==> src/rtl/ball_physics.sv <==
// ---------------------------------------------------------------------------
// ball_physics -- Pong square motion controller.
//
// Holds the square at screen centre while idle and during the serve delay,
// then moves it one pixel per axis per step. Steps are evaluated in the
// order left paddle hit, right paddle hit, miss, walls, then movement. A miss
// gives one MISS cycle, then the next serve heads toward the player who
// conceded, with the vertical direction toggled.
//
// CLK_HZ sets both the 1 ms tick and the step prescaler. It defaults to the
// 25.175 MHz pixel clock, so TICK = 25_175 cycles and
// PSC_LIMIT = 25_175_000 / BALL_SPEED.
//
// Ports:
//   clk_0        pixel clock
//   rst          asynchronous active-low reset
//   reset_game   synchronous restart: re-centre and re-serve
//   mode_choice  0 = idle, 1 = one player, 2 = two players
//   l_pdl_ypos   left paddle top y
//   r_pdl_ypos   right paddle top y
//   sq_xpos      square left x
//   sq_ypos      square top y
//   sq_xveldir   1 = moving right
//   sq_yveldir   1 = moving down
//   sq_missed    one-cycle pulse on a miss
//   miss_side    side of the last miss (0 = left, 1 = right)
//   paddle_hit   one-cycle pulse on a paddle bounce
// ---------------------------------------------------------------------------
module ball_physics #(
    parameter int H_VIDEO     = 640,
    parameter int V_VIDEO     = 480,
    parameter int SQ_SIZE     = 12,
    parameter int PDL_WIDTH   = 12,
    parameter int PDL_HEIGHT  = 96,
    parameter int L_PDL_X     = 24,
    parameter int R_PDL_X     = 604,
    parameter int BALL_SPEED  = 400,
    parameter int SERVE_DELAY = 1000,
    parameter int CLK_HZ      = 25_175_000
) (
    input  logic       clk_0,
    input  logic       rst,
    input  logic       reset_game,
    input  logic [1:0] mode_choice,
    input  logic [9:0] l_pdl_ypos,
    input  logic [9:0] r_pdl_ypos,
    output logic [9:0] sq_xpos,
    output logic [9:0] sq_ypos,
    output logic       sq_xveldir,
    output logic       sq_yveldir,
    output logic       sq_missed,
    output logic       miss_side,
    output logic       paddle_hit
);

    localparam int TICK_LIMIT = CLK_HZ / 1000;
    localparam int PSC_LIMIT  = CLK_HZ / BALL_SPEED;
    localparam int TICK_W     = $clog2(TICK_LIMIT + 1);
    localparam int DLY_W      = $clog2(SERVE_DELAY + 1);
    localparam int PSC_W      = $clog2(PSC_LIMIT + 1);

    localparam logic [TICK_W-1:0] TICK_LAST  = TICK_W'(TICK_LIMIT - 1);
    localparam logic [DLY_W-1:0]  DELAY_LAST = DLY_W'(SERVE_DELAY - 1);
    localparam logic [PSC_W-1:0]  PSC_LAST   = PSC_W'(PSC_LIMIT - 1);

    localparam logic [9:0]  X_CENTRE = 10'((H_VIDEO - SQ_SIZE) / 2);
    localparam logic [9:0]  Y_CENTRE = 10'((V_VIDEO - SQ_SIZE) / 2);
    localparam logic [10:0] SQ11     = 11'(SQ_SIZE);
    localparam logic [10:0] PH11     = 11'(PDL_HEIGHT);
    localparam logic [10:0] L_HIT_X  = 11'(L_PDL_X + PDL_WIDTH);
    localparam logic [10:0] R_PDL11  = 11'(R_PDL_X);
    localparam logic [10:0] H11      = 11'(H_VIDEO);
    localparam logic [10:0] V_LAST11 = 11'(V_VIDEO - 1);

    typedef enum logic [1:0] {IDLE, SERVE, MOVE, MISS} state_t;

    state_t            state_reg, state_next;
    logic [9:0]        x_reg, x_next;
    logic [9:0]        y_reg, y_next;
    logic              xdir_reg, xdir_next;
    logic              ydir_reg, ydir_next;
    logic              missed_reg, missed_next;
    logic              hit_reg, hit_next;
    logic              side_reg, side_next;
    logic [TICK_W-1:0] tick_reg, tick_next;
    logic [DLY_W-1:0]  dly_reg, dly_next;
    logic [PSC_W-1:0]  psc_reg, psc_next;

    // 11-bit views so edge sums cannot wrap.
    logic [10:0] x11, y11, lp11, rp11;
    logic        l_overlap, r_overlap, l_hit, r_hit;
    logic        xd_step, yd_step;

    assign x11  = {1'b0, x_reg};
    assign y11  = {1'b0, y_reg};
    assign lp11 = {1'b0, l_pdl_ypos};
    assign rp11 = {1'b0, r_pdl_ypos};

    assign l_overlap = (y11 + SQ11 > lp11) && (y11 < lp11 + PH11);
    assign r_overlap = (y11 + SQ11 > rp11) && (y11 < rp11 + PH11);
    assign l_hit     = !xdir_reg && (x11 == L_HIT_X) && l_overlap;
    assign r_hit     = xdir_reg && (x11 + SQ11 == R_PDL11) && r_overlap;

    always_ff @(posedge clk_0 or negedge rst) begin
        if (!rst) begin
            state_reg  <= IDLE;
            x_reg      <= X_CENTRE;
            y_reg      <= Y_CENTRE;
            xdir_reg   <= 1'b1;
            ydir_reg   <= 1'b1;
            missed_reg <= 1'b0;
            hit_reg    <= 1'b0;
            side_reg   <= 1'b0;
            tick_reg   <= '0;
            dly_reg    <= '0;
            psc_reg    <= '0;
        end else begin
            state_reg  <= state_next;
            x_reg      <= x_next;
            y_reg      <= y_next;
            xdir_reg   <= xdir_next;
            ydir_reg   <= ydir_next;
            missed_reg <= missed_next;
            hit_reg    <= hit_next;
            side_reg   <= side_next;
            tick_reg   <= tick_next;
            dly_reg    <= dly_next;
            psc_reg    <= psc_next;
        end
    end

    always_comb begin
        state_next  = state_reg;
        x_next      = x_reg;
        y_next      = y_reg;
        xdir_next   = xdir_reg;
        ydir_next   = ydir_reg;
        missed_next = 1'b0;
        hit_next    = 1'b0;
        side_next   = side_reg;
        tick_next   = tick_reg;
        dly_next    = dly_reg;
        psc_next    = psc_reg;
        xd_step     = xdir_reg;
        yd_step     = ydir_reg;

        if (mode_choice == 2'd0) begin
            state_next = IDLE;
            x_next     = X_CENTRE;
            y_next     = Y_CENTRE;
            tick_next  = '0;
            dly_next   = '0;
            psc_next   = '0;
        end else if (reset_game) begin
            state_next = SERVE;
            x_next     = X_CENTRE;
            y_next     = Y_CENTRE;
            xdir_next  = 1'b1;
            ydir_next  = 1'b1;
            tick_next  = '0;
            dly_next   = '0;
            psc_next   = '0;
        end else begin
            case (state_reg)
                IDLE: begin
                    state_next = SERVE;
                    x_next     = X_CENTRE;
                    y_next     = Y_CENTRE;
                    tick_next  = '0;
                    dly_next   = '0;
                end
                SERVE: begin
                    x_next = X_CENTRE;
                    y_next = Y_CENTRE;
                    if (tick_reg == TICK_LAST) begin
                        tick_next = '0;
                        if (dly_reg == DELAY_LAST) begin
                            state_next = MOVE;
                            dly_next   = '0;
                            psc_next   = '0;
                        end else begin
                            dly_next = dly_reg + 1'b1;
                        end
                    end else begin
                        tick_next = tick_reg + 1'b1;
                    end
                end
                MOVE: begin
                    if (psc_reg == PSC_LAST) begin
                        psc_next = '0;
                        if (l_hit) begin
                            xd_step  = 1'b1;
                            hit_next = 1'b1;
                        end else if (r_hit) begin
                            xd_step  = 1'b0;
                            hit_next = 1'b1;
                        end
                        // A hit step can never be a miss step.
                        if (!l_hit && !r_hit && !xdir_reg && x11 == 11'd0) begin
                            state_next  = MISS;
                            missed_next = 1'b1;
                            side_next   = 1'b0;
                        end else if (!l_hit && !r_hit && xdir_reg && x11 + SQ11 == H11) begin
                            state_next  = MISS;
                            missed_next = 1'b1;
                            side_next   = 1'b1;
                        end else begin
                            if (!ydir_reg && y11 == 11'd0) begin
                                yd_step = 1'b1;
                            end else if (ydir_reg && y11 + SQ11 >= V_LAST11) begin
                                yd_step = 1'b0;
                            end
                            xdir_next = xd_step;
                            ydir_next = yd_step;
                            x_next    = xd_step ? x_reg + 10'd1 : x_reg - 10'd1;
                            y_next    = yd_step ? y_reg + 10'd1 : y_reg - 10'd1;
                        end
                    end else begin
                        psc_next = psc_reg + 1'b1;
                    end
                end
                MISS: begin
                    // Serve toward whoever conceded, vertical direction flipped.
                    state_next = SERVE;
                    x_next     = X_CENTRE;
                    y_next     = Y_CENTRE;
                    xdir_next  = side_reg;
                    ydir_next  = ~ydir_reg;
                    tick_next  = '0;
                    dly_next   = '0;
                    psc_next   = '0;
                end
                default: state_next = IDLE;
            endcase
        end
    end

    assign sq_xpos    = x_reg;
    assign sq_ypos    = y_reg;
    assign sq_xveldir = xdir_reg;
    assign sq_yveldir = ydir_reg;
    assign sq_missed  = missed_reg;
    assign miss_side  = side_reg;
    assign paddle_hit = hit_reg;

endmodule
==> config.mk <==
export PLATFORM = sky130hd
export DESIGN_NAME = ball_physics
export DESIGN_NICKNAME = d
export VERILOG_FILES = /design/src/rtl/ball_physics.sv
export SDC_FILE = /design/constraint.sdc
export NUM_CORES = 1
export LEC_CHECK = 0
export ABC_AREA = 1
export CAP_MARGIN = 20
export CORE_MARGIN = 2
export CORE_UTILIZATION = 55
export CTS_BUF_LIST = sky130_fd_sc_hd__clkbuf_8
export CTS_CLUSTER_SIZE = 30
export DETAILED_ROUTE_END_ITERATION = 16
export PLACE_DENSITY = 0.79
export SETUP_SLACK_MARGIN = 0.1
export SYNTH_ARGS = -nofsm -noshare
export SYNTH_HDL_FRONTEND = slang
export SYNTH_SLANG_ARGS = --single-unit
==> constraint.sdc <==
create_clock -name clk_0 -period 3.95 [get_ports clk_0]
set_input_delay 0.5925 -clock clk_0 [delete_from_list [all_inputs] [get_ports clk_0]]
set_output_delay 0.5925 -clock clk_0 [all_outputs]
set_load 0.03 [all_outputs]
Word-level counts from Yosys, hierarchy flattened
Index checks and enable logic that the tools add are counted.
- flip-flop bits (word level): 68
- input bits: 25
- output and inout port bits: 25
- logic and storage cells: 156
- add/sub/neg operators: 11
- $lt $le $gt $ge: 5
- equal/unequal tests: 18
- mux-type cells: 75
- bitwise operators: 3
- reductions and logical operators: 33
- operators by type and width (operator ; number):
    $mux 10 ; 16
    $mux 16 ; 5
    $pmux 10 s2 ; 3
    $pmux 16 s3 ; 1
    $mux 15 ; 3
    $mux 1 ; 36
    $add 10x1->10 const B ; 3
    $pmux 15 s2 ; 1
    $add 10x4->11 const B ; 2
    $add 10x7->11 const B ; 2
    $eq 11x10->1 const B ; 2
    $gt 11x10->1 ; 2
    $logic_not 11->1 ; 2
    $lt 10x11->1 ; 2
    $ne 4x4->1 const B ; 5
    $sub 10x1->10 const B ; 2
    $add 16x1->16 const B ; 1
    $eq 16x16->1 const B ; 1
    $add 15x1->15 const B ; 1
    $eq 15x15->1 const B ; 1
    $mux 2 ; 7
    $logic_and 1x1->1 ; 13
    $ge 11x9->1 const B ; 1
    $eq 10x10->1 const B ; 1
    20 further kinds ; 32

Depth between registers and ports, before layout
Gate-level depths: netlist of the first run.
- depth after elaboration: 21
- depth in mapped cells: 28
- gate-level depth less buffers: 28

Worst setup path after synthesis of the first run
OpenSTA, ideal clock, no wires.
- path kind: register -> register
- start: register y_reg[2] (netlist: sq_ypos[2])
- end: register x_reg[8] (netlist: sq_xpos[8])
- data arrival time: 3.812 ns
- path slack: 0.059 ns
- cell stages (with the launch flop): 23
- clock period less this slack: 3.891 ns
- path through: dfrtp_1 > inv_1 > ha_1 > nor2_2 > nand2_1 > xor2_1 > ha_1 > a21o_1 > a21oi_1 > nand2_1 > nand3_1 > nand2_1 > nand2_1 > inv_1 > ha_1 > a21oi_1 > o21ai_0 > nand2_1 > o311ai_0 > xnor2_1 > nand3_1 > o21ai_0 > nand2_1
- cells in the longest elaborated chain, start to end: 17
- elaborated cells on any way between the ends: 32
- ends and longest elaborated chain (item ; RTL line ; source):
    from (decl) ; 79 ; logic [9:0] y_reg, y_next;
    from (signal assigned) ; 120 ; y_reg <= y_next;
    $add 10x4->11 ; 99, 100 ;
    $gt 11x10->1 ; 100 ; assign r_overlap = (y11 + SQ11 > rp11) && (y11 < rp11 + PH11);
    $logic_and 1x1->1 ; 100 ;
    $logic_and 1x1->1 ; 102 ; assign r_hit = xdir_reg && (x11 + SQ11 == R_PDL11) && r_overlap;
    $mux 1 ; 194 ; end else if (r_hit) begin
    $mux 1 ; 191 ; if (l_hit) begin
    $mux 1 ; 189 ; if (psc_reg == PSC_LAST) begin
    $mux 1 ; 164 ; case (state_reg)
    $mux 1 ; 154 ; end else if (reset_game) begin
    $mux 1 ; 147 ; if (mode_choice == 2'd0) begin
    $mux 10 ; 215 ; x_next = xd_step ? x_reg + 10'd1 : x_reg - 10'd1;
    $mux 10 ; 203 ; end else if (!l_hit && !r_hit && xdir_reg && x11 + SQ11 == H11) begin
    $mux 10 ; 199 ; if (!l_hit && !r_hit && !xdir_reg && x11 == 11'd0) begin
    $mux 10 ; 189 ;
    $pmux 10 s2 ; 164 ;
    $mux 10 ; 154 ;
    $mux 10 ; 147 ;
    to (signal assigned) ; 119 ; x_reg <= x_next;
    to (decl) ; 78 ; logic [9:0] x_reg, x_next;
Several ways; a longest one is shown, not always the timed one. The select of a mux whose other input is x is not followed.
A chain may end at the register's enable or synchronous reset.

Worst setup path in the final report of the first run
- start: register y_reg[3] (netlist: sq_ypos[3])
- end: register x_reg[5] (netlist: sq_xpos[5])
The elaborated chain is that of the path after synthesis.

==> run_results.csv, run 1 <==
group,metric,value,unit
status,outcome,"completed",
floorplan,die_h,108,µm
setup_path,r2r_start,"sq_ypos[3]",
cells_and_area,multi_input_area,3900,µm²
setup_path,critPathMostFrequentCell,"nand2_2",
routing,first_pass_iters,5,
setup_path,crit_family,"simple AND/OR/NAND/NOR gates",
sta,maxSlewViolCount,0,
clocking,clock-sinks,68,
cells_and_area,layout.nets,1014,
sta,hold_viol,0,
yosys,ys_seq_area_share,28.8,%
cells_and_area,area_growth,21.0,%
power_and_ir_drop,pwr-share-comb,60.8,%
setup_path,cp-start-kind,"register",
floorplan,rows,38,
cells_and_area,seq_area,1720,µm²
clocking,cts.clk_slew.worst_paths,0.08,ns
min_path,hold_class,"primary input to async pin",
sta,maxSlewHeadroom,46.2,%
floorplan,start_util,55.8,%
floorplan,die_w,108,µm
clocking,cts_tree,"yes",
routing,drcViolationCount,0,
job,maxCapViolCount,0,
global_route,antenna_found_initial,0,
global_route,first_global_vias,5354,
placement,io_buffers,49,
routing,wl_per_cell,13.6,µm
placement,pre_cts_slack,-0.188,ns
setup_path,slowest_stage,"dfstp_2",
sta,period_needed,3.73,ns
setup_path,critPathMaxFanout,8,
global_route,grt_start_max_net_pins,64,
setup_path,arrival,4.03,ns
yosys,syn-num-nets,933,
setup_path,path_class,"register to register",
sta,clock.fmax,268,MHz
yosys,synth_area,5960,µm²
setup_path,endpoint_kind,"register",
clocking,postCtsHoldBufs,0,
global_route,grtUsageTotal,25.1,%
global_route,grt_remaining_overflow,0,
power_and_ir_drop,power_switching,0.00176,W
clocking,cts_buffers,9,
yosys,yosys_warnings,0,
placement,routabilityCongestion,0.979,
placement,dp_hpwl,10900,µm
setup_path,rrSetupSlack,0.22,ns
routing,final_antenna_net_count,0,
clocking,cts_root_buf,"clkbuf_8",
yosys,async_flop_share,100,%
power_and_ir_drop,p_int,0.00199,W
power_and_ir_drop,seq_power_share,23.9,%
clocking,clockBufferDepth,2,
routing,drt_iter0_drc,437,
yosys,syn_inst,840,
power_and_ir_drop,p_sw_share,46.9,%
clocking,htree_levels,3,
power_and_ir_drop,power,0.00375,W
setup_path,crit_cells,25,
setup_path,path_buf_inv,3,
cells_and_area,n_fill_cell,899,
sta,final.setup_skew,0.0115,ns
setup_path,worstPathRequired,4.25,ns
floorplan,die_area,11700,µm²
yosys,synth-edff-count,0,
cells_and_area,drive_gt1_share,14.0,%
setup_path,cp_slowest_stage_delay,0.54,ns
clocking,clock_latency,0.36,ns
floorplan,fp.coreArea,10700,µm²
cells_and_area,n_antenna_cell,0,
power_and_ir_drop,vdd.ir_drop.worst,0.000257,V
yosys,ys_types,45,
power_and_ir_drop,p_leak,3.35,nW
power_and_ir_drop,clkPwrFrac,15.4,%
global_route,grt_pass1_wl,23600,µm
setup_path,rr_worst_depth,25,
sta,rsz0062_at_grt,"false",
cells_and_area,largest_reg_flops,16,
yosys,synth.avg_cell_area,7.10,µm²
sta,setup_violations,0,
sta,fin_hold_ws,0.0413,ns
sta,min_period_over_period,94.4,%
routing,vias,5776,
yosys,synth_top_flop_cell,"dfrtp_1",
yosys,ys_seq_elements,68,
floorplan,ios,50,
setup_path,worstReg2RegEnd,"sq_xpos[5]",
routing,via_per_inst,5.42,
sta,setup_slack,0.220,ns
power_and_ir_drop,powerDensity,520,nW/µm²
routing,finalWirelength,14500,µm
sta,worstMarginPinSlew,0.808,ns
[repair_timing]
| action | 4_1_cts | 5_1_grt |
|---|---|---|
| setup endpoints to repair | 3 | 7 |
| cloned | 0 | 0 |
| setup buffers | 0 | 2 |
| pin swaps | 2 | 13 |
| gates resized for setup | 6 | 46 |
[final cells by class]
type                    count  share of cell area (%)
clock inverters             7                   0.936
clock buffers               9                    1.72
flip-flops and latches     68                    23.8
repair buffers             78                    9.75
well taps                 140                    2.43
multi-input cells         624                    54.0
inverters                 140                    7.35
[cell usage after synthesis (2+ instances only)]
cell / number / area [µm²]
o21ai_1: 4 / 20.0
o21ai_2: 7 / 61.3
a21o_1: 6 / 45.0
a31oi_1: 5 / 31.3
clkbuf_1: 3 / 11.3
nand3_2: 4 / 40.0
nor3_1: 16 / 80.1
o211ai_1: 4 / 30.0
o21ai_0: 39 / 195
dfstp_2: 12 / 315
fa_1: 2 / 40.0
nand3_1: 43 / 215
a2bb2oi_1: 2 / 17.5
buf_2: 2 / 10.0
nand3b_1: 4 / 30.0
nor2_4: 3 / 33.8
ha_1: 66 / 826
buf_6: 3 / 33.8
nor2_2: 12 / 75.1
xnor2_1: 5 / 43.8
nand2_1: 182 / 683
nand2_4: 2 / 22.5
dfrtp_1: 56 / 1400
a21oi_1: 57 / 285
xor2_1: 21 / 184
nor2_1: 81 / 304
o21a_1: 6 / 45.0
inv_1: 136 / 510
inv_2: 3 / 11.3
nand4_1: 23 / 144
o21bai_1: 3 / 22.5
nor4_1: 7 / 43.8
o22ai_1: 9 / 56.3
[metal layers]
layer	GRT usage, %	wire (µm)	vias to the layer above
li1	-	-	2935
met1	32.4	6580	2682
met2	43.5	7030	134
met3	4.34	627	25
met4	6.68	267	0
met5	0	0	-
[placed cells by master (no fill, tap or decap), drive strengths merged, types with 2 or more instances in the layout]
| cell | n |
|---|---|
| o21bai | 3 |
| nand3 | 47 |
| buf | 30 |
| o211ai | 4 |
| a31oi | 5 |
| clkdlybuf4s50 | 48 |
| dfrtp | 56 |
| o22ai | 9 |
| nor2 | 96 |
| nor4 | 7 |
| fa | 2 |
| o21a | 6 |
| xnor2 | 5 |
| dfstp | 12 |
| clkbuf | 9 |
| clkinv | 5 |
| nor3 | 17 |
| a21oi | 57 |
| ha | 66 |
| nand4 | 23 |
| xor2 | 21 |
| nand2 | 184 |
| o21ai | 50 |
| a2bb2oi | 2 |
| inv | 138 |
| nand3b | 5 |
| clkinvlp | 3 |
| a21o | 6 |
[worst max-delay path by stage]
stage | from | end | slack, ns
final | sq_ypos[3] | sq_xpos[5] | 0.22
after global routing | sq_ypos[3] | sq_xpos[5] | 0.05
after CTS | sq_ypos[3] | sq_xpos[5] | 0.13
after detailed placement | r_pdl_ypos[5] | sq_xpos[5] | -0.19
after global placement | r_pdl_ypos[5] | sq_xpos[5] | -0.04
after floorplan | sq_ypos[3] | sq_xpos[8] | 0.12
[per-stage QoR]
step / std cells / setup TNS [ns] / instance area [µm²] / util (%)
after floorplan: 840 / 0 / 5970 / -
after global placement: 1048 / -0.0609 / 6770 / 63.3
after detailed placement: 1048 / -0.479 / 6770 / 63.3
after CTS: 1064 / 0 / 6980 / 65.2
after global routing: 1066 / 0 / 7220 / 67.5
final: 1066 / 0 / 7220 / 67.5
[kinds of logic after synthesis]
| kind of cell | share of synthesized area, % |
|---|---|
| XOR/XNOR | 3.82 |
| AO/OA/AOI/OAI | 14.7 |
| adder cells (fa/ha/maj) | 14.5 |
| flip-flops | 28.8 |
| buffers and inverters | 9.73 |
| AND/OR/NAND/NOR | 28.5 |
[power groups by stage]
stage | Combinational, W | Clock, W | Sequential, W
after floorplan | 0.00144 | 0 | 0.000958
after global placement | 0.00205 | 0 | 0.000896
after detailed placement | 0.00208 | 0 | 0.000900
after CTS | 0.00211 | 0.000587 | 0.000887
after global routing | 0.00255 | 0.000614 | 0.000903
final | 0.00228 | 0.000577 | 0.000894
Power figures use the tool's default switching activity.
==> run 2, diff against run 1 <==
- TNS_END_PERCENT: default -> 20
==> run 2 against run 1 <==
Against the previous run:
- register-to-register slack got worse by 0.03 ns
- first-iteration DRC count decreased by 11%
- global-route usage unchanged
- largest cell class unchanged
- critical endpoint unchanged
- sequential cell count unchanged
- power decreased by 0.28%
- design area decreased by 0.31%
- utilization decreased by 0.21 points
- clock skew decreased by 0.0020 ns
==> run_results.csv, run 2 (synthesized netlist as in run 1, its figures left out) <==
group,metric,value,unit
clocking,cts_buffers,9,
clocking,cts_root_buf,"clkbuf_8",
global_route,gr-usage-met1,32.4,%
setup_path,endpoint_kind,"register",
clocking,htree_levels,3,
global_route,top_usage_layer,"met2",
global_route,met3_usage,4.34,%
placement,dp_hpwl,10900,µm
cells_and_area,n_fill_cell,907,
sta,final.setup_skew,0.00948,ns
power_and_ir_drop,powerDensity,520,nW/µm²
power_and_ir_drop,p_leak,3.35,nW
sta,min_period_over_period,95.1,%
sta,maxSlewViolCount,0,
power_and_ir_drop,pwr-share-comb,60.8,%
setup_path,arrival,4.05,ns
setup_path,crit_family,"simple AND/OR/NAND/NOR gates",
sta,setup_violations,0,
placement,routabilityCongestion,0.979,
global_route,grt_pass1_wl,23600,µm
sta,clock.fmax,266,MHz
sta,rsz0062_at_grt,"true",
setup_path,critPathMostFrequentCell,"nand2_2",
setup_path,path_buf_inv,3,
clocking,clock-sinks,68,
floorplan,start_util,55.8,%
global_route,grt_remaining_overflow,0,
cells_and_area,largest_reg_flops,16,
clocking,clockBufferDepth,2,
power_and_ir_drop,seq_power_share,23.9,%
floorplan,die_w,108,µm
routing,drt_iter0_drc,390,
setup_path,r2r_start,"sq_ypos[3]",
placement,io_buffers,49,
clocking,clock_latency,0.36,ns
floorplan,fp.coreArea,10700,µm²
cells_and_area,final_common_cell,"nand2_1",
power_and_ir_drop,vdd.ir_drop.worst,0.000257,V
sta,worstMarginPinSlew,0.807,ns
global_route,antenna_found_initial,0,
status,outcome,"completed",
routing,wl_per_cell,13.5,µm
floorplan,ios,50,
floorplan,rows,38,
power_and_ir_drop,clkPwrFrac,15.3,%
min_path,hold_class,"primary input to async pin",
setup_path,crit_start,"sq_ypos[3]",
job,maxCapViolCount,0,
clocking,cts_tree,"yes",
setup_path,cp_slowest_stage_delay,0.53,ns
global_route,grtUsageTotal,25.1,%
routing,first_pass_iters,5,
sta,hold_viol,0,
floorplan,die_h,108,µm
routing,final_antenna_net_count,0,
power_and_ir_drop,p_sw_share,46.8,%
cells_and_area,drive_gt1_share,13.8,%
cells_and_area,area_growth,20.6,%
routing,finalWirelength,14400,µm
cells_and_area,final_cell_mix,"174 x nand2_1, 135 x inv_1, 76 x nor2_1",
routing,drcViolationCount,0,
setup_path,path_class,"register to register",
cells_and_area,n_antenna_cell,0,
setup_path,slowest_stage,"dfstp_2",
sta,period_needed,3.76,ns
placement,postPlaceCellArea,6770,µm²
global_route,met2_usage,43.5,%
global_route,first_global_vias,5354,
routing,via_per_inst,5.41,
sta,maxSlewHeadroom,46.2,%
floorplan,die_area,11700,µm²
cells_and_area,layout.nets,1014,
sta,setup_tns,0,ns
sta,fin_hold_ws,0.0500,ns
setup_path,worstPathRequired,4.24,ns
cells_and_area,final_core_util,67.2,%
power_and_ir_drop,p_int,0.00199,W
clocking,cts.clk_slew.worst_paths,0.08,ns
cells_and_area,fin_area,7190,µm²
setup_path,critPathMaxFanout,8,
power_and_ir_drop,power,0.00374,W
power_and_ir_drop,power_switching,0.00175,W
routing,vias,5772,
global_route,grt_start_max_net_pins,64,
setup_path,cp-start-kind,"register",
[run 2: cell counts in the layout (fill, tap and decap cells not counted)]
No cell type changed its count.
[run 2: worst paths after layout]
| kind | to | cells after the start | slack (ns) |
|---|---|---|---|
| setup / recovery | sq_xpos[5] | 25 | 0.19 |
| hold / removal | sq_xpos[7] | 1 | 0.05 |
| setup reg to reg | sq_xpos[5] | 25 | 0.19 |
| hold reg to reg | tick_reg[12] | 1 | 0.51 |
| max in group asynchronous | sq_ypos[2] | 2 | 2.82 |
| min in group clk_0 | tick_reg[12] | 1 | 0.51 |
[run 2: what timing repair did]
action | in CTS | in global routing
pin swaps | 2 | 13
hold buffers | 0 | 0
endpoints found under the hold margin | 0 | 0
gates resized for setup | 6 | 43
setup buffers | 0 | 2
endpoints found under the setup margin | 3 | 7
[run 2: power by group through the flow]
| stage | Combinational, W | Clock [W] | Sequential (W) |
|---|---|---|---|
| after floorplan | 0.00144 | 0 | 0.000958 |
| after CTS | 0.00211 | 0.000587 | 0.000887 |
| final | 0.00227 | 0.000571 | 0.000894 |
| after global placement | 0.00205 | 0 | 0.000896 |
| after detailed placement | 0.00208 | 0 | 0.000900 |
| after global routing | 0.00254 | 0.000614 | 0.000903 |
[run 2: layout make-up]
class	count	area [µm²]	share of cell area (%)
Clock buffer	9	124	1.72
Sequential cell	68	1720	23.9
Timing Repair Buffer	78	703	9.78
Inverter	140	531	7.38
Clock inverter	7	67.6	0.939
Multi-Input combinational cell	624	3870	53.9
Tap cell	140	175	2.44
[run 2: routing by layer]
layer,part of all wire [%],vias to the layer above
li1,-,2936
met1,45,2672
met2,49,142
met3,4.5,22
met4,1.7,0
met5,0,-
[run 2: worst register-to-register path: cells and delay by family, from the launching register on]
family | cells | cell delay (ns)
buffers and inverters | 3 | 0.31
AND/OR/NAND/NOR | 12 | 1.23
adder cells (fa/ha/maj) | 3 | 0.61
AO/OA/AOI/OAI | 6 | 0.84
flip-flops | 1 | 0.53
XOR/XNOR | 1 | 0.19
[run 2: stage by stage]
step           instances  worst slack (ns)
2_1_floorplan        840             0.122
5_1_grt             1066            0.0122
3_3_place_gp        1048           -0.0370
6_report            1066             0.192
4_1_cts             1064             0.127
3_5_place_dp        1048            -0.188
==> run 3, diff against run 2 <==
- RECOVER_POWER: default -> 100
==> run 3 against run 2 <==
Against the previous run:
- die area did not move
- power fell by 1.5%
- utilization fell by 0.55 points
- clock power rose by 0.7%
- global-route usage did not move
- clock skew rose by 0.0010 ns
- wire length rose by 0.20%
- the run now ends with capacitance limit, slew limit left
- final cell count did not move
- design area fell by 0.82%
- worst setup slack improved by 0.024 ns
==> run_results.csv, run 3 (synthesized netlist as in run 1, its figures left out) <==
group,metric,value,unit
cells_and_area,area_growth,19.6,%
setup_path,worstReg2RegEnd,"sq_xpos[5]",
floorplan,fp.coreArea,10700,µm²
global_route,grtUsageTotal,25.1,%
cells_and_area,final_core_util,66.7,%
sta,rsz0062_at_grt,"true",
placement,postPlaceCellArea,6770,µm²
routing,vias,5736,
setup_path,rrSetupSlack,0.22,ns
sta,maxSlewHeadroom,-4.55,%
cells_and_area,final_cells,1066,
clocking,clock_latency,0.36,ns
placement,io_buffers,49,
clocking,cts_tree,"yes",
status,outcome,"complete, but fails checks",
power_and_ir_drop,powerDensity,516,nW/µm²
global_route,antenna_found_initial,0,
cells_and_area,final_cell_mix,"175 x nand2_1, 136 x inv_1, 83 x nor2_1",
global_route,first_global_vias,5354,
setup_path,path_class,"register to register",
cells_and_area,drive_gt1_share,12.1,%
floorplan,start_util,55.8,%
sta,final.setup_skew,0.0105,ns
cells_and_area,final_common_cell,"nand2_1",
clocking,cts.clk_slew.worst_paths,0.08,ns
cells_and_area,layout.nets,1014,
floorplan,ios,50,
placement,dp_cells,1048,
sta,hold_viol,0,
placement,routabilityCongestion,0.979,
clocking,clock-sinks,68,
routing,final_antenna_net_count,0,
clocking,postCtsHoldBufs,0,
power_and_ir_drop,vdd.ir_drop.worst,0.000251,V
routing,first_pass_iters,5,
sta,worstMarginPinSlew,1.57,ns
setup_path,endpoint_kind,"register",
power_and_ir_drop,p_leak,3.36,nW
placement,pre_cts_slack,-0.188,ns
setup_path,critPathMaxFanout,8,
min_path,hold_class,"primary input to async pin",
routing,finalWirelength,14400,µm
clocking,clockBufferDepth,2,
sta,clock.fmax,268,MHz
sta,setup_violations,0,
routing,wl_per_cell,13.5,µm
setup_path,r2r_start,"sq_ypos[3]",
floorplan,rows,38,
sta,fin_hold_ws,0.102,ns
cells_and_area,n_antenna_cell,0,
routing,via_per_inst,5.38,
cells_and_area,fin_area,7130,µm²
clocking,htree_levels,3,
clocking,cts_root_buf,"clkbuf_8",
setup_path,cp-start-kind,"register",
sta,maxSlewViolCount,64,
floorplan,die_h,108,µm
routing,drcViolationCount,0,
clocking,cts_buffers,9,
cells_and_area,largest_reg_flops,16,
job,maxCapViolCount,1,
sta,period_needed,3.73,ns
floorplan,die_w,108,µm
sta,min_period_over_period,94.5,%
setup_path,rr_worst_depth,25,
global_route,grt_remaining_overflow,0,
setup_path,arrival,4.03,ns
placement,dp_hpwl,10900,µm
global_route,grt_start_max_net_pins,64,
global_route,grt_pass1_wl,23600,µm
setup_path,worstPathRequired,4.24,ns
routing,drt_iter0_drc,384,
status,violations,"capacitance limit, slew limit",
floorplan,die_area,11700,µm²
sta,setup_slack,0.217,ns
[run 3: changes by cell type in the layout (fill, tap and decap cells not counted), moves of 4 or more]
cell / change
dlygate4sd3_1: +26
nor2_1: +7
o21ai_2: -4
nor2_2: -6
clkdlybuf4s50_1: -26
o21ai_0: +6
[run 3: routing by layer]
metal | part of all wire, % | vias up | global-route usage (%)
met5 | 0 | - | 0
met4 | 1.8 | 0 | 6.68
met3 | 3.8 | 24 | 4.34
met2 | 49 | 116 | 43.5
met1 | 46 | 2657 | 32.4
li1 | - | 2939 | -
[run 3: stage by stage]
step	total power [W]	TNS [ns]
floorplan	0.00240	0
global placement	0.00294	-0.0609
detailed placement	0.00298	-0.479
CTS	0.00358	0
global route	0.00400	0
finish	0.00368	0
[run 3: power breakdown]
group	internal [W]	total (W)	switching, W
clock	0.000288	0.000575	0.000287
combinational	0.000892	0.00222	0.00132
sequential	0.000781	0.000891	0.000110
total	0.00196	0.00368	0.00172
[run 3: critical path, stage by stage, from the launching register on]
cell and delay, ns:
dfstp_2 0.53, inv_1 0.05, ha_2 0.19, nor2_4 0.21
nand3_2 0.10, o21ai_2 0.13, ha_4 0.25, nand2_1 0.08
nor2_1 0.04, and2_0 0.16, o21ai_2 0.14, nand2_2 0.09
nand3_2 0.09, nand2_2 0.06, nand2_2 0.11, clkinv_4 0.11
buf_4 0.15, ha_1 0.17, a21o_1 0.17, nand3_2 0.07
nand2_2 0.08, a21oi_4 0.15, xor2_1 0.19, nand3_1 0.10
o21ai_1 0.16, o21ai_1 0.09
[run 3: layout make-up]
type | count | area, µm²
multi-input cells | 624 | 3820
fillers | 923 | 3560
flip-flops and latches | 68 | 1720
repair buffers | 78 | 699
inverters | 140 | 531
well taps | 140 | 175
clock buffers | 9 | 124
clock inverters | 7 | 67.6
[run 3: how the worst max path moves through the flow]
stage,from,to,cells past startpoint
global placement,r_pdl_ypos[5],sq_xpos[5],22
floorplan,sq_ypos[3],sq_xpos[8],22
detailed placement,r_pdl_ypos[5],sq_xpos[5],22
CTS,sq_ypos[3],sq_xpos[5],23
finish,sq_ypos[3],sq_xpos[5],25
global route,sq_ypos[3],sq_xpos[5],25
[run 3: repair_timing]
item | 4_1_cts | 5_1_grt
resized for setup | 6 | 43
setup endpoints to repair | 3 | 7
pin swaps | 2 | 13
setup buffers | 0 | 2
==> RTL change 1, RTL diff (config.mk and constraints of run 1) <==
Make the reset (`rst`) synchronous in one clocked block. Comments in the files are not updated.
--- a/src/rtl/ball_physics.sv
+++ b/src/rtl/ball_physics.sv
@@ -102,5 +102,5 @@
     assign r_hit     = xdir_reg && (x11 + SQ11 == R_PDL11) && r_overlap;
 
-    always_ff @(posedge clk_0 or negedge rst) begin
+    always_ff @(posedge clk_0) begin
         if (!rst) begin
             state_reg  <= IDLE;
Formal check against the unedited RTL: same outputs for any inputs over 10 cycles, from zero or initial values and one cycle with rst low; that may be too few to reach the edited logic, so the function may still have changed.
==> RTL change 1 against run 1 <==
- wire length decreased by 3.6%
- clock skew increased by 0.0041 ns
- setup slack improved by 0.018 ns
- count of clock-buffer cells in the layout did not move
- sequential share of layout area down 4.2 points
- final area decreased by 3.1%
- synthesized area shrank 4.7%
- non-clock buffer count rose by 9
- sequential cell count unchanged
- fmax increased by 0.48%
Power is not compared: it rests on default switching activity, and its combinational part moved more than twofold at a synthesized area within 25%.
==> RTL change 1: results (changes against run 1) <==
CP peak stage delay 0.38 ns (was 0.54 ns); fraction of layout cells with a size suffix above 1 15.6% (was 14.0%); Vias/cell 5.37 (was 5.42); Multi-In Gates 630 (was 624); status finished clean (unchanged); Worst Max-Slew Pin Slew 0.808 ns (about the same); Hold Path Class reg2reg (was in2async); Non-clk bufs 87 (was 78); Layout Skew 0.0157 ns (was 0.0115 ns); asr flop ratio synth 0% (was 100%); CP max-delay cell dfxtp_4 (was dfstp_2); met3 Use GR 3.65% (was 4.34%); Synth Area in Compound Gates 14.3% (was 14.7%); Fillers 861 (was 899); RePlAce Congestion 0.886 (was 0.979); Post-Synth XOR/XNOR Area 5.08% (was 3.82%); R2R depth 27 (was 25); Setup WS post-layout 0.238 ns (was 0.220 ns); largest net degree at the start of global routing 20 (was 64); Main synth FF type dfxtp_1 (was dfrtp_1); Total GRT Usage 25.1% (about the same); Synth Net Count 927 (was 933); inverter count 128 (was 140); sequential cell area share 19.6% (was 23.8%); Area contributors post-synth dfxtp_1 (24%), ha_1 (14%), nand2_1 (11%) (was dfrtp_1 (23%), ha_1 (14%), nand2_1 (11%)); R2R Path End sq_xpos[9] (was sq_xpos[5])
==> RTL change 1: cell types whose count changed in the layout (fill, tap and decap cells not counted), moves of 9 or more <==
| cell | delta |
|---|---|
| dfxtp_1 | +64 |
| nand2_1 | -18 |
| dfstp_2 | -12 |
| nand3_1 | +15 |
| dfrtp_1 | -55 |
| inv_1 | -18 |
| xor2_1 | +9 |
==> RTL change 1: power groups by stage <==
stage | sequential (mW) | combinational, mW | clock [mW]
4_1_cts | 0.707 | 0.423 | 0.714
3_3_place_gp | 0.723 | 0.413 | 0
6_report | 0.707 | 0.448 | 0.700
3_5_place_dp | 0.723 | 0.419 | 0
5_1_grt | 0.708 | 0.502 | 0.738
2_1_floorplan | 0.731 | 0.285 | 0
==> RTL change 1: stage by stage <==
step | cell area [um2] | utilization, %
3_3_place_gp | 6560 | 64.4
2_1_floorplan | 5690 | -
4_1_cts | 6820 | 67.0
5_1_grt | 6990 | 68.7
6_report | 6990 | 68.7
3_5_place_dp | 6560 | 64.4
==> RTL change 2, RTL diff (config.mk and constraints of run 1) <==
Made on the original files. Change the parameter `SQ_SIZE` from 12 to 8.
--- a/src/rtl/ball_physics.sv
+++ b/src/rtl/ball_physics.sv
@@ -30,5 +30,5 @@
     parameter int H_VIDEO     = 640,
     parameter int V_VIDEO     = 480,
-    parameter int SQ_SIZE     = 12,
+    parameter int SQ_SIZE     = 8,
     parameter int PDL_WIDTH   = 12,
     parameter int PDL_HEIGHT  = 96,
Formal check against the unedited RTL: not equivalent (Yosys sat finds a counterexample within 4 cycles, from zero or initial values and one cycle with rst low).
==> RTL change 2 against run 1 <==
- synthesized cell count is 2.6% lower
- sequential share of layout area is 0.86 points lower
- final area is 3.7% higher
- synthesized area is 0.13% higher
- sequential cell count stayed put
- global-route usage is 0.66 points higher
- total power is 10% higher
- final cell count is 0.19% higher
- setup slack worse by 0.18 ns
- wire length is 4.1% higher
- largest power group unchanged
==> RTL change 2: results (changes against run 1) <==
CP peak stage delay 0.58 ns (was 0.54 ns); Layout Skew 0.00984 ns (was 0.0115 ns); post-synth cell types 53 (was 45); critical-path maximum fanout 7 (was 8); GR Util met1 34.6% (was 32.4%); Area after DPL 6880 um2 (was 6770 um2); grt met2 use 43.6% (was 43.5%); Vias/cell 5.52 (was 5.42); Area contributors post-synth dfrtp_1 (23%), ha_1 (14%), nand2_1 (10%) (was dfrtp_1 (23%), ha_1 (14%), nand2_1 (11%)); DRT met1 WL 6.76 mm (was 6.58 mm); worst slack, placed -0.466 ns (was -0.188 ns); syn_area_per_cell 7.30 um2 (was 7.10 um2); P_int 2.22 mW (was 1.99 mW); Fmax achieved 0.256 GHz (was 0.268 GHz); Total GRT Usage 25.8% (was 25.1%); met2 wire length 7.27 mm (was 7.03 mm); Synth Net Count 910 (was 933); R2R depth 26 (was 25); fraction of layout cells with a size suffix above 1 20.2% (was 14.0%); sequential share of the synthesized area 28.7% (was 28.8%); Pleak 3.39 nW (was 3.35 nW); DP HPWL 10.5 mm (was 10.9 mm); Worst Max-Slew Pin Slew 0.863 ns (was 0.808 ns); Layout Nets 1015 (was 1014); largest net degree at the start of global routing 69 (was 64); DRT iter0 DRCs 363 (was 437); DRT Wirelength 15.1 mm (was 14.5 mm); critical path endpoint sq_xpos[8] (was sq_xpos[5]); vias in the first global route 5498 (was 5354); status finished clean (unchanged); r2r setup slk 0.04 ns (was 0.22 ns); critical path class reg2reg (unchanged); global-route wire length before repair 24.5 mm (was 23.6 mm); met3 Use GR 3.68% (was 4.34%); metal3 WL 732 um (was 627 um); Max VDD drop 0.258 mV (was 0.257 mV); RePlAce Congestion 0.866 (was 0.979); WP data arrival 4.19 ns (was 4.03 ns)
RTL change 2: changes by cell type after synthesis, moves of 4 or more:
cell      delta
nand3b_1     +4
or2_2        +4
o21ai_1      +8
inv_1       -11
nor3_1       +7
nor2_1      -10
nand2_1     -19
nor3b_1      +4
xor2_1       -5
a21oi_2      +4
RTL change 2: final cells by class:
cell class | instances | area [um2]
flip-flops and latches | 68 | 1720
clock inverters | 7 | 91.3
inverters | 132 | 509
fillers | 847 | 3220
clock buffers | 9 | 124
multi-input cells | 610 | 3970
well taps | 140 | 175
repair buffers | 102 | 892
RTL change 2: timing repair:
item | in CTS | in global routing
resized for setup | 20 | 51
setup buffers | 2 | 10
pin swaps | 1 | 17
hold buffers | 0 | 0
setup endpoints to repair | 5 | 9
RTL change 2: cell families after synthesis:
kind of cell	synth area share, %
AO/OA/AOI/OAI	14.5
AND/OR/NAND/NOR	30.1
buffers and inverters	9.45
XOR/XNOR	2.93
adder cells (fa/ha/maj)	14.3
flip-flops	28.7
RTL change 2: worst min path at each step:
stage | endpoint | cells past startpoint | slack [ns] | start
finish | tick_reg[11] | 2 | 0.43 | rst
global route | psc_reg[13] | 1 | 0.50 | psc_reg[13]
CTS | tick_reg[11] | 2 | 0.47 | rst
detailed placement | tick_reg[14] | 1 | 0.47 | tick_reg[14]
global placement | tick_reg[14] | 1 | 0.46 | tick_reg[14]
floorplan | dly_reg[0] | 0 | 0.30 | rst
RTL change 2: power groups by stage:
stage | Sequential, mW | Combinational (mW) | Clock, mW
after floorplan | 0.978 | 1.48 | 0
after global placement | 0.909 | 2.15 | 0
after detailed placement | 0.910 | 2.19 | 0
after CTS | 0.900 | 2.33 | 0.646
after global routing | 0.919 | 2.88 | 0.674
final | 0.909 | 2.58 | 0.632
